<file path="src/rtl/sd_clk_ctrl_pkg.sv">
// ---------------------------------------------------------------------------
// sd_clk_pkg
// Shared constants and types for the SD bus clock controller.
//   SYS_CLK_HZ : system clock frequency the dividers are relative to
//   ID_DIV     : divider used after reset (50 MHz / 125 = 400 kHz)
//   MIN_DIV    : smallest legal divider
//   WAIT_MAX   : clk cycles to wait for the count generator to answer
//   state_t    : switch sequencer states
// ---------------------------------------------------------------------------
package sd_clk_pkg;

    localparam int          SYS_CLK_HZ = 50_000_000;
    localparam logic [15:0] ID_DIV     = 16'd125;
    localparam logic [15:0] MIN_DIV    = 16'd2;
    localparam int          WAIT_MAX   = 64;

    typedef enum logic [1:0] {
        IDLE  = 2'd0,
        START = 2'd1,
        WAIT  = 2'd2,
        ALIGN = 2'd3
    } state_t;

    // Raise a returned count to the smallest divider that still gives a
    // high and a low phase of at least one cycle each.
    function automatic logic [15:0] clamp_div(input logic [15:0] count,
                                              input logic [15:0] min_div);
        return (count < min_div) ? min_div : count;
    endfunction

endpackage

</file>
<file path="src/rtl/sd_clk_ctrl_if.sv">
// ---------------------------------------------------------------------------
// sd_clk_ctrl_if
// Handshake between the clock controller and the external
// clk_div_count_generator.
//   cg_tran_speed : TRAN_SPEED byte presented to the generator
//   cg_start      : one-cycle start pulse
//   cg_ok         : generator finished, cg_count valid
//   cg_err        : generator error
//   cg_count      : divider result
// master = clock controller, slave = count generator.
// ---------------------------------------------------------------------------
interface sd_clk_ctrl_if;

    logic [7:0]  cg_tran_speed;
    logic        cg_start;
    logic        cg_ok;
    logic        cg_err;
    logic [15:0] cg_count;

    modport master (
        output cg_tran_speed,
        output cg_start,
        input  cg_ok,
        input  cg_err,
        input  cg_count
    );

    modport slave (
        input  cg_tran_speed,
        input  cg_start,
        output cg_ok,
        output cg_err,
        output cg_count
    );

endinterface

</file>
<file path="src/rtl/sd_clk_ctrl_phase_gen.sv">
// ---------------------------------------------------------------------------
// sd_clk_phase_gen
// Phase counter that produces the SD bus clock from the system clock.
//   clk, reset  : system clock, synchronous active-high reset
//   clk_en      : 1 = sd_clk may run, sampled only at a period boundary
//   load, div   : replace the divider at the current boundary
//   cur_div     : divider in use
//   sd_clk      : registered bus clock, high for cnt < cur_div/2
//   sd_rise/fall: strobes in the cycles sd_clk goes high / low
//   at_boundary : last cycle of a period, or any cycle while parked
// ---------------------------------------------------------------------------
module sd_clk_phase_gen #(
    parameter logic [15:0] RESET_DIV = 16'd125
) (
    input  logic        clk,
    input  logic        reset,
    input  logic        clk_en,
    input  logic        load,
    input  logic [15:0] div,
    output logic [15:0] cur_div,
    output logic        sd_clk,
    output logic        sd_rise,
    output logic        sd_fall,
    output logic        at_boundary
);

    logic [15:0] cnt;
    logic [15:0] cnt_next;
    logic [15:0] div_next;
    logic        running;
    logic        running_next;

    // While parked every cycle is a boundary, so clk_en and a pending load
    // are picked up on the very next edge.
    assign at_boundary = !running || (cnt == cur_div - 16'd1);

    always_comb begin
        // NOTE: every variable gets a default before the branches, so no
        // path leaves one unassigned and no latch is inferred.
        cnt_next     = cnt + 16'd1;
        running_next = running;
        div_next     = cur_div;
        if (at_boundary) begin
            cnt_next     = '0;
            running_next = clk_en;
            if (load) begin
                div_next = div;
            end
        end
    end

    always_ff @(posedge clk) begin
        if (reset) begin
            cnt     <= '0;
            running <= 1'b0;
            cur_div <= RESET_DIV;
            sd_clk  <= 1'b0;
        end else begin
            // NOTE: non-blocking assignments so every register samples the
            // pre-edge values regardless of statement order.
            cnt     <= cnt_next;
            running <= running_next;
            cur_div <= div_next;
            // Derived from the next counter state so sd_clk lines up with
            // cnt instead of trailing it by a cycle.
            sd_clk  <= running_next && (cnt_next < (div_next >> 1));
        end
    end

    assign sd_rise = running && (cnt == '0);
    assign sd_fall = running && (cnt == (cur_div >> 1));

endmodule

</file>
<file path="src/rtl/sd_clk_ctrl.sv">
// ---------------------------------------------------------------------------
// sd_clk_ctrl
// Owns the SD bus clock. Starts at the identification divider, sequences the
// external count generator when a new TRAN_SPEED byte arrives, and swaps in
// the returned divider only at a period boundary so sd_clk never glitches.
//   clk, reset        : 50 MHz system clock, synchronous active-high reset
//   speed_req         : one-cycle request, tran_speed valid
//   tran_speed        : CSD TRAN_SPEED byte
//   cg                : count generator handshake (master side)
//   clk_en            : 1 = run sd_clk, 0 = park it low at the next boundary
//   sd_clk            : SD bus clock
//   sd_rise, sd_fall  : edge strobes for the command/data engines
//   cur_div           : divider in use
//   busy              : a switch is in progress
//   switch_done       : new divider takes effect
//   switch_err        : generator error, zero count or timeout
// ---------------------------------------------------------------------------
module sd_clk_ctrl #(
    parameter logic [15:0] ID_DIV   = sd_clk_pkg::ID_DIV,
    parameter logic [15:0] MIN_DIV  = sd_clk_pkg::MIN_DIV,
    parameter int          WAIT_MAX = sd_clk_pkg::WAIT_MAX
) (
    input  logic                clk,
    input  logic                reset,
    input  logic                speed_req,
    input  logic [7:0]          tran_speed,
    sd_clk_ctrl_if.master       cg,
    input  logic                clk_en,
    output logic                sd_clk,
    output logic                sd_rise,
    output logic                sd_fall,
    output logic [15:0]         cur_div,
    output logic                busy,
    output logic                switch_done,
    output logic                switch_err
);

    import sd_clk_pkg::*;

    state_t      state;
    state_t      state_next;
    logic [15:0] new_div;
    logic [15:0] wait_cnt;
    logic        at_boundary;
    logic        load;
    logic        cg_fail;
    logic        timeout;

    // ok and err together counts as an error, as does a zero divider.
    assign cg_fail = cg.cg_err || (cg.cg_ok && (cg.cg_count == '0));
    // wait_cnt is 0 in the first WAIT cycle, so this fires in the
    // WAIT_MAX-th cycle after cg_start.
    assign timeout = (wait_cnt == 16'(WAIT_MAX - 1));

    sd_clk_phase_gen #(
        .RESET_DIV (ID_DIV)
    ) u_phase_gen (
        .clk         (clk),
        .reset       (reset),
        .clk_en      (clk_en),
        .load        (load),
        .div         (new_div),
        .cur_div     (cur_div),
        .sd_clk      (sd_clk),
        .sd_rise     (sd_rise),
        .sd_fall     (sd_fall),
        .at_boundary (at_boundary)
    );

    always_ff @(posedge clk) begin
        if (reset) begin
            state <= IDLE;
        end else begin
            state <= state_next;
        end
    end

    always_ff @(posedge clk) begin
        if (reset) begin
            cg.cg_tran_speed <= '0;
            new_div          <= ID_DIV;
            wait_cnt         <= '0;
        end else begin
            if ((state == IDLE) && speed_req) begin
                cg.cg_tran_speed <= tran_speed;
            end
            if (state == START) begin
                wait_cnt <= '0;
            end else if (state == WAIT) begin
                wait_cnt <= wait_cnt + 16'd1;
            end
            if ((state == WAIT) && cg.cg_ok && !cg_fail) begin
                new_div <= clamp_div(cg.cg_count, MIN_DIV);
            end
        end
    end

    always_comb begin
        state_next = state;
        case (state)
            IDLE:  if (speed_req) state_next = START;
            START: state_next = WAIT;
            WAIT: begin
                if (cg_fail)       state_next = IDLE;
                else if (cg.cg_ok) state_next = ALIGN;
                else if (timeout)  state_next = IDLE;
            end
            ALIGN: if (at_boundary) state_next = IDLE;
            default: state_next = IDLE;
        endcase
    end

    // busy drops in the same cycle the completion or error strobe fires.
    always_comb begin
        cg.cg_start = 1'b0;
        busy        = 1'b0;
        switch_done = 1'b0;
        switch_err  = 1'b0;
        load        = 1'b0;
        case (state)
            START: begin
                cg.cg_start = 1'b1;
                busy        = 1'b1;
            end
            WAIT: begin
                switch_err = cg_fail || (!cg.cg_ok && timeout);
                busy       = !switch_err;
            end
            ALIGN: begin
                switch_done = at_boundary;
                load        = at_boundary;
                busy        = !at_boundary;
            end
            default: ;
        endcase
    end

endmodule

</file>
<file path="src/flat_wrapper.sv">
// flat-port wrapper written by rule: the top's interface ports become plain ports
module sd_clk_ctrl_flat import sd_clk_pkg::*;
#(
    parameter logic [15:0] ID_DIV   = sd_clk_pkg::ID_DIV,
    parameter logic [15:0] MIN_DIV  = sd_clk_pkg::MIN_DIV,
    parameter int          WAIT_MAX = sd_clk_pkg::WAIT_MAX
)
  (clk, reset, speed_req, tran_speed, clk_en, sd_clk, sd_rise, sd_fall, cur_div, busy, switch_done, switch_err, cg_cg_tran_speed, cg_cg_start, cg_cg_ok, cg_cg_err, cg_cg_count);
  sd_clk_ctrl_if cg_i ();
  input  logic clk;
  input  logic reset;
  input  logic speed_req;
  input  logic [7:0] tran_speed;
  input  logic clk_en;
  output logic sd_clk;
  output logic sd_rise;
  output logic sd_fall;
  output logic [15:0] cur_div;
  output logic busy;
  output logic switch_done;
  output logic switch_err;
  output wire logic [$bits(cg_i.cg_tran_speed)-1:0] cg_cg_tran_speed;
  output wire logic [$bits(cg_i.cg_start)-1:0] cg_cg_start;
  input wire logic [$bits(cg_i.cg_ok)-1:0] cg_cg_ok;
  input wire logic [$bits(cg_i.cg_err)-1:0] cg_cg_err;
  input wire logic [$bits(cg_i.cg_count)-1:0] cg_cg_count;
  assign cg_cg_tran_speed = cg_i.cg_tran_speed;
  assign cg_cg_start = cg_i.cg_start;
  assign cg_i.cg_ok = cg_cg_ok;
  assign cg_i.cg_err = cg_cg_err;
  assign cg_i.cg_count = cg_cg_count;
  sd_clk_ctrl #(.ID_DIV(ID_DIV), .MIN_DIV(MIN_DIV), .WAIT_MAX(WAIT_MAX)) u_core (.clk(clk), .reset(reset), .speed_req(speed_req), .tran_speed(tran_speed), .cg(cg_i), .clk_en(clk_en), .sd_clk(sd_clk), .sd_rise(sd_rise), .sd_fall(sd_fall), .cur_div(cur_div), .busy(busy), .switch_done(switch_done), .switch_err(switch_err));
endmodule
</file>
<file path="config.mk">
export PLATFORM = sky130hd
export DESIGN_NAME = sd_clk_ctrl_flat
export DESIGN_NICKNAME = d
export VERILOG_FILES = /design/src/rtl/sd_clk_ctrl_pkg.sv /design/src/rtl/sd_clk_ctrl_if.sv /design/src/rtl/sd_clk_ctrl_phase_gen.sv /design/src/rtl/sd_clk_ctrl.sv /design/src/flat_wrapper.sv
export SDC_FILE = /design/constraint.sdc
export NUM_CORES = 1
export LEC_CHECK = 0
export ABC_CLOCK_PERIOD_IN_PS = 6600
export CAP_MARGIN = 5
export CORE_MARGIN = 3
export CORE_UTILIZATION = 60
export DETAILED_ROUTE_END_ITERATION = 8
export PLACE_DENSITY = 0.83
export RECOVER_POWER = 25
export REMOVE_ABC_BUFFERS = 1
export SYNTH_ARGS = -nofsm -noshare
export SYNTH_HDL_FRONTEND = slang
export SYNTH_SLANG_ARGS = --single-unit
</file>
<file path="constraint.sdc">
create_clock -name clk -period 6.6 [get_ports clk]
set_input_delay 1.32 -clock clk [delete_from_list [all_inputs] [get_ports clk]]
set_output_delay 1.32 -clock clk [all_outputs]
set_load 0.02 [all_outputs]
</file>
==> out/qor.txt <==
Slew @ Worst Pin - 1.55 ns
normalized max-slew margin - -0.0357
Setup Buffers After CTS - 0
Synth warnings - 0
outcome - finished, violations left
Die Wd - 93.4 µm
Max VDD drop - 0.147 mV
#FFs+latches synth - 76
max frequency - 195 MHz
cell total after placement - 668
Core ar. - 7330 µm²
register area share after synthesis - 0.332
CTS clk-pin slew, worst paths - 0.09 ns
clock sink count - 76
GRT Util Overall - 0.262
Top FF cell, synth - dfxtp_1
final setup vio count - 0
Mean Syn Cell Area - 8.40 µm²
number of buffer cells added on primary ports - 60
routed vias/inst - 5.93
drt pass-1 iters - 5
Starting Density - 0.625
violated checks - capacitance limit, slew limit
Slew Limit Fails - 39
CTS root buf - clkbuf_8
initial antenna violation count - 0
Layout Cells excl Fill - 684
I/O pins - 61
Clock Skews - 0.0124 ns
CP arrival - 3.82 ns
DRT iter0 DRCs - 310
number of global-route vias before repair - 4011
die area - 8720 µm²
R2R cell count - 17
diode count - 0
Fin Setup TNS - 0 ns
# resized after CTS - 0
Num CTS Buffers - 9
final WL - 10900 µm
Post-synth EDFFs - 0
reg2reg end - u_core.u_phase_gen.sd_clk
Bufs on Longest Clock Path - 2
sink of the worst hold path - u_core.u_phase_gen.cur_div[9]
worst hold path class - flip-flop to flip-flop
hpwl dp - 8070 µm
die height - 93.4 µm
row count - 31
CTS tree - done
Hold Crit Depth - 2
final cycle utilization of the critical path - 0.779
largest net degree at the start of global routing - 39
reg2reg start - u_core.u_phase_gen.cur_div[0]
pwr dens - 187 nW/µm²
critical path class - flip-flop to primary output
leak pwr - 0.00211 µW
Remaining Overflow, GRT - 0
endpoints failing hold - 0
Worst R2R Setup Slack - 1.94 ns
ANT nets after route - 0
Mapped Cells - 545
first-pass GRT wire length - 18300 µm
cts hold-fix bufs - 0
Setup crit end kind - primary output
post-synth design cell area - 4580 µm²
Max H-tree Level - 3
nets - 628
library cells used by synthesis - 63
DR vias - 4054
DR DRC count - 0
Skew-Pair Late Insertion Delay - 0.36 ns
HP Start - u_core.new_div[9]
minimum clock period - 5.14 ns
Async SR Flop Fraction - 0
unrepaired setup endpoints after global routing - false
share of cells above drive strength 1 - 0.0598
Routed WL per cell - 15.9 µm
worst endpoint required time - 5.28 ns
area grow syn2layout - 16.3%
RD Place Congestion - 0.894
max-cap violation count - 1
Critical Path Fanout Max - 14
Critical Path Start Type - flip-flop
-- final cells by class --
class                           count  area, µm²
Timing Repair Buffer               63        613
Inverter                           17       63.8
Sequential cell                    76       1520
Tap cell                           99        124
Clock inverter                      7        124
Clock buffer                        9        124
Multi-Input combinational cell    413       2760
Fill cell                         570       2000
-- worst max-delay path by stage --
stage               slack [ns]                           from  cells after the start                         to
floorplan                 2.28  u_core.u_phase_gen.cur_div[0]                     17  u_core.u_phase_gen.sd_clk
global placement          1.79                cg_cg_count[14]                      7                 switch_err
detailed placement        1.78                cg_cg_count[15]                      7                 switch_err
CTS                       1.47  u_core.u_phase_gen.cur_div[0]                      9                switch_done
global route              1.24  u_core.u_phase_gen.cur_div[2]                      7                switch_done
finish                    1.46  u_core.u_phase_gen.cur_div[0]                      9                switch_done
-- cells in the mapped netlist, types with 2 or more instances --
| cell | number | area [µm²] |
|---|---|---|
| nand3_1 | 23 | 115 |
| mux2i_1 | 27 | 270 |
| xor2_1 | 34 | 298 |
| inv_1 | 17 | 63.8 |
| nor4_1 | 14 | 87.6 |
| and4_2 | 2 | 20.0 |
| or2_2 | 4 | 25.0 |
| nand2_1 | 25 | 93.8 |
| buf_4 | 2 | 15.0 |
| a31oi_1 | 3 | 18.8 |
| a21oi_1 | 26 | 130 |
| or3_1 | 4 | 25.0 |
| nor4b_2 | 2 | 30.0 |
| nor2b_1 | 8 | 50.1 |
| o311ai_0 | 3 | 26.3 |
| xnor2_1 | 21 | 184 |
| a21o_1 | 5 | 37.5 |
| o211ai_1 | 3 | 22.5 |
| nor4b_1 | 4 | 35.0 |
| and2_1 | 10 | 62.6 |
| nor3_4 | 2 | 32.5 |
| nand4_1 | 14 | 87.6 |
| o21ai_0 | 17 | 85.1 |
| nor3b_1 | 3 | 22.5 |
| and3_1 | 7 | 43.8 |
| buf_6 | 7 | 78.8 |
| a211oi_1 | 4 | 30.0 |
| and4_1 | 3 | 26.3 |
| nor3_1 | 3 | 15.0 |
| clkbuf_8 | 3 | 41.3 |
| nor2_1 | 91 | 342 |
| clkbuf_1 | 24 | 90.1 |
| a211o_1 | 8 | 70.1 |
| ha_1 | 18 | 225 |
| dfxtp_1 | 76 | 1520 |
-- cell usage in the layout (no fill, tap or decap), types with 4 or more instances in the layout --
| master | n |
|---|---|
| dfxtp_1 | 76 |
| clkbuf_8 | 9 |
| xnor2_1 | 21 |
| mux2i_1 | 27 |
| nand4_1 | 14 |
| a21o_1 | 5 |
| nand2_1 | 25 |
| ha_1 | 18 |
| nor2b_1 | 8 |
| nor2_1 | 91 |
| and2_1 | 10 |
| o21ai_0 | 17 |
| and3_1 | 7 |
| dlygate4sd3_1 | 9 |
| nor4b_1 | 4 |
| a211o_1 | 8 |
| a211oi_1 | 4 |
| clkdlybuf4s50_1 | 50 |
| nor4_1 | 14 |
| nand3_1 | 23 |
| inv_1 | 17 |
| xor2_1 | 34 |
| or3_1 | 4 |
| a21oi_1 | 26 |
-- kinds of logic after synthesis --
| group | share of synthesized area |
|---|---|
| AOI/OAI and AO/OA | 0.123 |
| xor gates and xnor gates | 0.105 |
| adders and majority gates | 0.0492 |
| buffers and inverters | 0.0661 |
| DFF | 0.332 |
| muxes | 0.0590 |
| and+or+nand+nor | 0.265 |
-- routing by layer --
metal | share of wire | global-route usage | vias up
li1 | - | - | 1988
met1 | 0.43 | 0.324 | 1867
met2 | 0.47 | 0.428 | 166
met3 | 0.066 | 0.0619 | 33
met4 | 0.030 | 0.125 | 0
met5 | 0 | 0 | -
-- worst max-delay path: stages (launching register included) --
cell and delay [ns]:
dfxtp_1 0.41, inv_1 0.08, ha_1 0.25, nor4b_2 0.17
and4b_4 0.23, or3b_1 0.37, a2111o_1 0.43, o31a_2 0.47
nor2_4 0.37, clkdlybuf4s50_1 0.68
-- flip-flops by register name, indices dropped and copies added (netlist names) --
signal / cells
u_core.cg.cg_tran_speed: 8
u_core.u_phase_gen.cnt: 16
u_core.u_phase_gen.cur_div: 16
u_core.state: 2
u_core.new_div: 16
u_core.u_phase_gen.running: 1
u_core.u_phase_gen.sd_clk: 1
u_core.wait_cnt: 16
-- power breakdown --
group	total (µW)	switching, µW	internal [µW]	leakage, µW
clock network	434	181	254	0.000120
logic	85.2	44.6	40.6	0.00138
registers	476	9.38	467	0.000616
total	995	235	761	0.00211
-- per-stage QoR --
step / setup slack, ns / utilization / total power (µW) / cell area [µm²] / hold slack (ns)
2_1_floorplan: 2.28 / - / 526 / 4340 / 0.437
3_3_place_gp: 1.79 / 0.693 / 571 / 5080 / 0.462
5_1_grt: 1.24 / 0.727 / 1030 / 5330 / 0.512
6_report: 1.46 / 0.727 / 995 / 5330 / 0.485
4_1_cts: 1.47 / 0.727 / 1000 / 5330 / 0.491
3_5_place_dp: 1.78 / 0.693 / 573 / 5080 / 0.479
Power figures use the tool's default switching activity.
